[config.mk]
export PLATFORM = sky130hd
export DESIGN_NAME = dual_fetch_unit
export DESIGN_NICKNAME = d
export VERILOG_FILES = /design/src/rtl/dual_fetch_unit.sv
export SDC_FILE = /design/constraint.sdc
export NUM_CORES = 1
export LEC_CHECK = 0
export CORE_MARGIN = 5
export CORE_UTILIZATION = 45
export CTS_BUF_LIST = sky130_fd_sc_hd__clkbuf_4
export DETAILED_ROUTE_END_ITERATION = 16
export PLACE_DENSITY_LB_ADDON = 0.2
export SYNTH_ARGS = -nofsm -noshare
export SYNTH_HDL_FRONTEND = slang
export SYNTH_SLANG_ARGS = --single-unit
[constraint.sdc]
create_clock -name clk -period 3.4 [get_ports clk]
set_clock_uncertainty 0.05 [all_clocks]
set_input_delay 0.85 -clock clk [delete_from_list [all_inputs] [get_ports clk]]
set_output_delay 0.85 -clock clk [all_outputs]
set_load 0.05 [all_outputs]
[src/rtl/dual_fetch_unit.sv]
// ---------------------------------------------------------------------------
// dual_fetch_unit
//
// Front end of the 2-wide in-order core. Every cycle it fetches an aligned
// instruction pair (slot A at the fetch PC, slot B at fetch PC + 4) from a
// synchronous-read instruction memory with one cycle of read latency, and
// presents the returned pair together with its decode PC to the issue logic.
// Supports stall (hold the presented pair), flush (squash the presented and
// in-flight pair) and taken-branch redirect (one NOP bubble per redirect).
//
// Ports:
//   clk            core clock, all state changes on the rising edge
//   reset          asynchronous active-low reset
//   stall          issue logic cannot accept the current pair
//   flush          squash the presented pair and the pair in flight
//   branch_target  redirect address, bits [1:0] treated as zero
//   branch_taken   redirect fetch to branch_target
//   pc             decode PC (address of inst_a)
//   next_pc        value the fetch PC takes at the next rising edge
//   imem_addr_a    fetch address, slot A
//   imem_addr_b    fetch address, slot B
//   inst_a/inst_b  presented instruction pair
//   imem_data_a/b  memory read data for the previous cycle's addresses
// ---------------------------------------------------------------------------
module dual_fetch_unit #(
  parameter logic [31:0] RESET_PC = 32'h0000_0000,
  parameter logic [31:0] NOP_INST = 32'h0000_0013
) (
  input  logic        clk,
  input  logic        reset,
  input  logic        stall,
  input  logic        flush,
  input  logic [31:0] branch_target,
  input  logic        branch_taken,
  output logic [31:0] pc,
  output logic [31:0] next_pc,
  output logic [31:0] imem_addr_a,
  output logic [31:0] imem_addr_b,
  output logic [31:0] inst_a,
  output logic [31:0] inst_b,
  input  logic [31:0] imem_data_a,
  input  logic [31:0] imem_data_b
);

  logic [31:0] fpc_r;
  logic [31:0] dpc_r;
  logic        dvalid_r;
  logic        held_r;
  logic [31:0] hold_a_r;
  logic [31:0] hold_b_r;

  logic [31:0] next_pc_s;
  logic [31:0] inst_a_s;
  logic [31:0] inst_b_s;

  // Next fetch PC: redirect beats stall; flush alone continues sequentially.
  // While reset is asserted the reset PC is reported directly.
  always_comb begin
    next_pc_s = fpc_r + 32'd8;
    if (!reset) begin
      next_pc_s = RESET_PC;
    end else if (branch_taken) begin
      next_pc_s = branch_target & 32'hFFFF_FFFC;
    end else if (stall) begin
      next_pc_s = fpc_r;
    end else begin
      next_pc_s = fpc_r + 32'd8;
    end
  end

  // Presented pair: NOP for an empty slot, captured copy while stalled,
  // otherwise the memory read data (which lags the address by one cycle).
  always_comb begin
    inst_a_s = NOP_INST;
    inst_b_s = NOP_INST;
    if (!dvalid_r) begin
      inst_a_s = NOP_INST;
      inst_b_s = NOP_INST;
    end else if (held_r) begin
      inst_a_s = hold_a_r;
      inst_b_s = hold_b_r;
    end else begin
      inst_a_s = imem_data_a;
      inst_b_s = imem_data_b;
    end
  end

  // Fetch/decode state update. The memory keeps reading the stalled fetch
  // address and its data moves on to the next pair, so the presented pair is
  // captured on the first stalled edge and replayed until the stall ends.
  always_ff @(posedge clk or negedge reset) begin
    if (!reset) begin
      fpc_r    <= RESET_PC;
      dpc_r    <= RESET_PC;
      dvalid_r <= 1'b0;
      held_r   <= 1'b0;
      hold_a_r <= NOP_INST;
      hold_b_r <= NOP_INST;
    end else if (branch_taken || flush) begin
      fpc_r    <= next_pc_s;
      dpc_r    <= fpc_r;
      dvalid_r <= 1'b0;
      held_r   <= 1'b0;
    end else if (stall) begin
      if (!held_r) begin
        hold_a_r <= inst_a_s;
        hold_b_r <= inst_b_s;
        held_r   <= 1'b1;
      end
    end else begin
      fpc_r    <= fpc_r + 32'd8;
      dpc_r    <= fpc_r;
      dvalid_r <= 1'b1;
      held_r   <= 1'b0;
    end
  end

  assign pc          = dpc_r;
  assign next_pc     = next_pc_s;
  assign imem_addr_a = fpc_r;
  assign imem_addr_b = fpc_r + 32'd4;
  assign inst_a      = inst_a_s;
  assign inst_b      = inst_b_s;

endmodule

==> impl_results.md <==
- Mapped Area: around 0.0074 mm2
- Setup-failing EPs final: 2
- Post-synthesis adder-cell area fraction: 0.3384%
- Total Wirelength: approximately 26 mm
- PwrDens: 383.3 mW/mm2
- Clock Latency Late Sink: 0.55 ns
- Hold Vio Cnt, Final: 0
- Cell leakage power: 5.333 nW
- Core area: between 0.015 and 0.02 mm2
- Xor-xnor portion of the synthesized cell area: 4.619%
- Largest vdd supply drop: 0.0002532 V
- Complex-gate fraction of the synthesized area: 8.425%
- Tmin final: between 3 and 4 ns
- Clock slew at reported path FFs: 0.12 ns
- Critical path arrival: 2.53 ns
- Most frequent cells in the layout: clkdlybuf4s50_1 (165), buf_4 (142), dfrtp_1 (108)
- Clock share of power: 25.2%
- Critical Path End Type: primary output
- Crit path kind: input port to primary output
- Drt first pass iters: 4
- Avg WL per Cell: around 20 um
- Rel. slew slack: 31.49%
- Iter 0 DRT Violations: around 400
- Final core utilization: around 75%
- CTS H-tree depth: 4
- Ys Warns: 0
- Yosys cell types: 58
- Crit path required time: 2.50 ns
- Layout cells sized above 1: about two fifths
- Startpoint types: input port
- CTS buffer count: 17
- Final HPWL DP: 18.94 mm
- Proportion of synthesized area in mux cells: roughly 22%
- Syn nets: just over 800
- Fraction of registers with async set/reset: 100.0%
- Final setup margin: -0.03468 ns
- Vias in the first global route: 7262
- Max-cap violations: 0
- Largest family of logic cells by synthesized area: multiplexers
- First-pass GRT wire length: 40.52 mm
- Combinational share of power: around 36%
- Net Sw Power: 0.001716 W
- Via density per instance: 5.494
- ANT nets after route: 0
- Sequential fraction of the synthesis area: 44.09%
- FF+latch count, synth: 130
- Top_reg_cell synth: dfrtp_1
- Sw frac: 37.28%
- Synthesis-to-layout area growth: 62.41%
- Failing checks: setup timing
- DRC: 0
- Number of placement rows: 46
- Worst-Margin Slew: 1.024 ns
- Tot GR Track Use: 26.32%
- RSZ-0062 raised after global routing: yes
- P_int: a little under 0.003 W
- CTS max path bufs: 2
- Starting density of the core: 46.22%
- Multi-input gate area in the final layout: ~0.0043 mm2
- Simple-Gate Fraction of Synth Area: 16.17%
- Grt ovf: 0
- Fill cells: 1122
- Worst hold slack: 0.09740 ns
- Fin crit share: 101.0%
- Die ar.: between 0.015 and 0.02 mm2
- Cells after Synth: 719
- Commonest non-fill, non-tap cell in the layout: clkdlybuf4s50_1
- Status: finished with violations
- Fmax: 0.2911 GHz
- Die Ht: ~140 um
- Post-synth EDFFs: 0
- Via count: 6999
- Layout Nets: ~1100
- Sequential share of power: 38.7%
- TritonCTS clock tree: built
- Clock root buffer: clkbuf_4
- Die width: 138.2 um
- Post-Syn Area per Cell: 10.29 um2
- Number of antenna violations at the first check in global routing: 1
- Tightest Hold Check Type: input port to asynchronous set/reset pin
- Largest net degree at the start of global routing: 71
- PortBufs: 290
- IO Count: 293
- Max-slew violations: 0
- Maximum fanout along the worst path: 7
- Register area: between 0.003 and 0.004 mm2
- CTS Sinks: 130
- RD Place Congestion: just under 0.9
- Cts hold-fix bufs: 0
==> repair_timing <==
item,4_1_cts,5_1_grt
setup endpoints to repair,38,31
pin swaps,10,6
setup buffers,11,8
resized for setup,35,23
==> through the flow <==
step / setup TNS [ns] / worst slack [ns] / area (um2) / power (W) / std cells
global route: -0.7078 / -0.1162 / 12010 / 0.004783 / 1274
detailed placement: -4.873 / -0.4450 / 11340 / 0.003427 / 1223
finish: -0.04616 / -0.03468 / 12010 / 0.004604 / 1274
CTS: -0.1025 / -0.03989 / 11840 / 0.004611 / 1266
floorplan: -1.005 / -0.3396 / 7647 / 0.002723 / 719
global placement: -4.754 / -0.4403 / 11340 / 0.003403 / 1223
==> final timing paths <==
kind	cells after the start	slack (ns)	to	startpoint
hold reg to reg	2	0.44	hold_b_r[4]	hold_b_r[4]
setup / recovery	6	-0.03	next_pc[22]	stall
min in group clk	2	0.44	hold_b_r[4]	hold_b_r[4]
setup reg to reg	3	1.27	hold_b_r[23]	held_r
max in group asynchronous	3	1.93	held_r	reset
hold / removal	1	0.1	hold_b_r[13]	reset
==> synthesized netlist by cell type (4+ instances only) <==
| master | n | area, um2 |
|---|---|---|
| dfrtp_1 | 124 | 3103 |
| nor2_1 | 90 | 337.8 |
| mux2_2 | 88 | 991.0 |
| mux2i_1 | 65 | 650.6 |
| nand2_1 | 40 | 150.1 |
| buf_2 | 29 | 145.1 |
| o21ai_0 | 27 | 135.1 |
| xnor2_1 | 23 | 201.4 |
| clkbuf_1 | 19 | 71.32 |
| nor3_1 | 17 | 85.08 |
| xor2_1 | 16 | 140.1 |
| a21oi_1 | 15 | 75.07 |
| nor4_1 | 15 | 93.84 |
| nand3_1 | 13 | 65.06 |
| nand4_1 | 13 | 81.33 |
| buf_1 | 10 | 37.54 |
| inv_1 | 9 | 33.78 |
| nand2b_1 | 8 | 50.05 |
| a22o_1 | 7 | 61.31 |
| a211oi_1 | 6 | 45.04 |
| dfstp_2 | 6 | 157.7 |
| and3_1 | 5 | 31.28 |
| and4_1 | 5 | 43.79 |
| o21ba_2 | 5 | 50.05 |
| or4_1 | 4 | 30.03 |
==> kinds of logic after synthesis <==
logic type / after synthesis
adder cells (fa/ha/maj): 2
AO/OA/AOI/OAI: 90
AND/OR/NAND/NOR: 235
XOR/XNOR: 39
buffers and inverters: 70
flip-flops: 130
multiplexers: 153
==> registers in the layout, indices dropped and copies added, names as in the netlist <==
name / cells
dvalid_r: 1
hold_a_r: 32
hold_b_r: 32
imem_addr_a: 32
held_r: 1
pc: 32
==> worst max-delay path, cell delays in order <==
cell             delay, ns
clkdlybuf4s15_2       0.21
nand4b_4              0.19
or4_4                 0.52
or3_4                 0.37
a31oi_4               0.22
buf_12                0.16
==> power by group through the flow <==
| stage | clock (W) | sequential (W) | combinational [W] |
|---|---|---|---|
| final | 0.00116 | 0.00178 | 0.00166 |
| after global routing | 0.00124 | 0.00180 | 0.00174 |
| after CTS | 0.00118 | 0.00179 | 0.00164 |
| after detailed placement | 0 | 0.00182 | 0.00161 |
| after global placement | 0 | 0.00181 | 0.00159 |
| after floorplan | 0 | 0.00202 | 0.000703 |
==> layer usage <==
layer	part of all wire [%]	global-route usage [%]	vias to the layer above	routed length, um
li1	-	-	3225	-
met1	39	31.66	3416	10090
met2	49	43.71	297	12570
met3	8.9	9.138	61	2302
met4	3.1	9.880	0	802
met5	0	0	-	0
==> area by class of cell <==
cell class                      instances  area share, %
Multi-Input combinational cell        519          35.63
Timing Repair Buffer                  367          31.91
Clock buffer                           17          1.062
Clock inverter                         15          1.521
Antenna cell                            1        0.02083
Sequential cell                       130          27.33
Tap cell                              216          2.250
Inverter                                9         0.2813
Power figures use the tool's default switching activity.
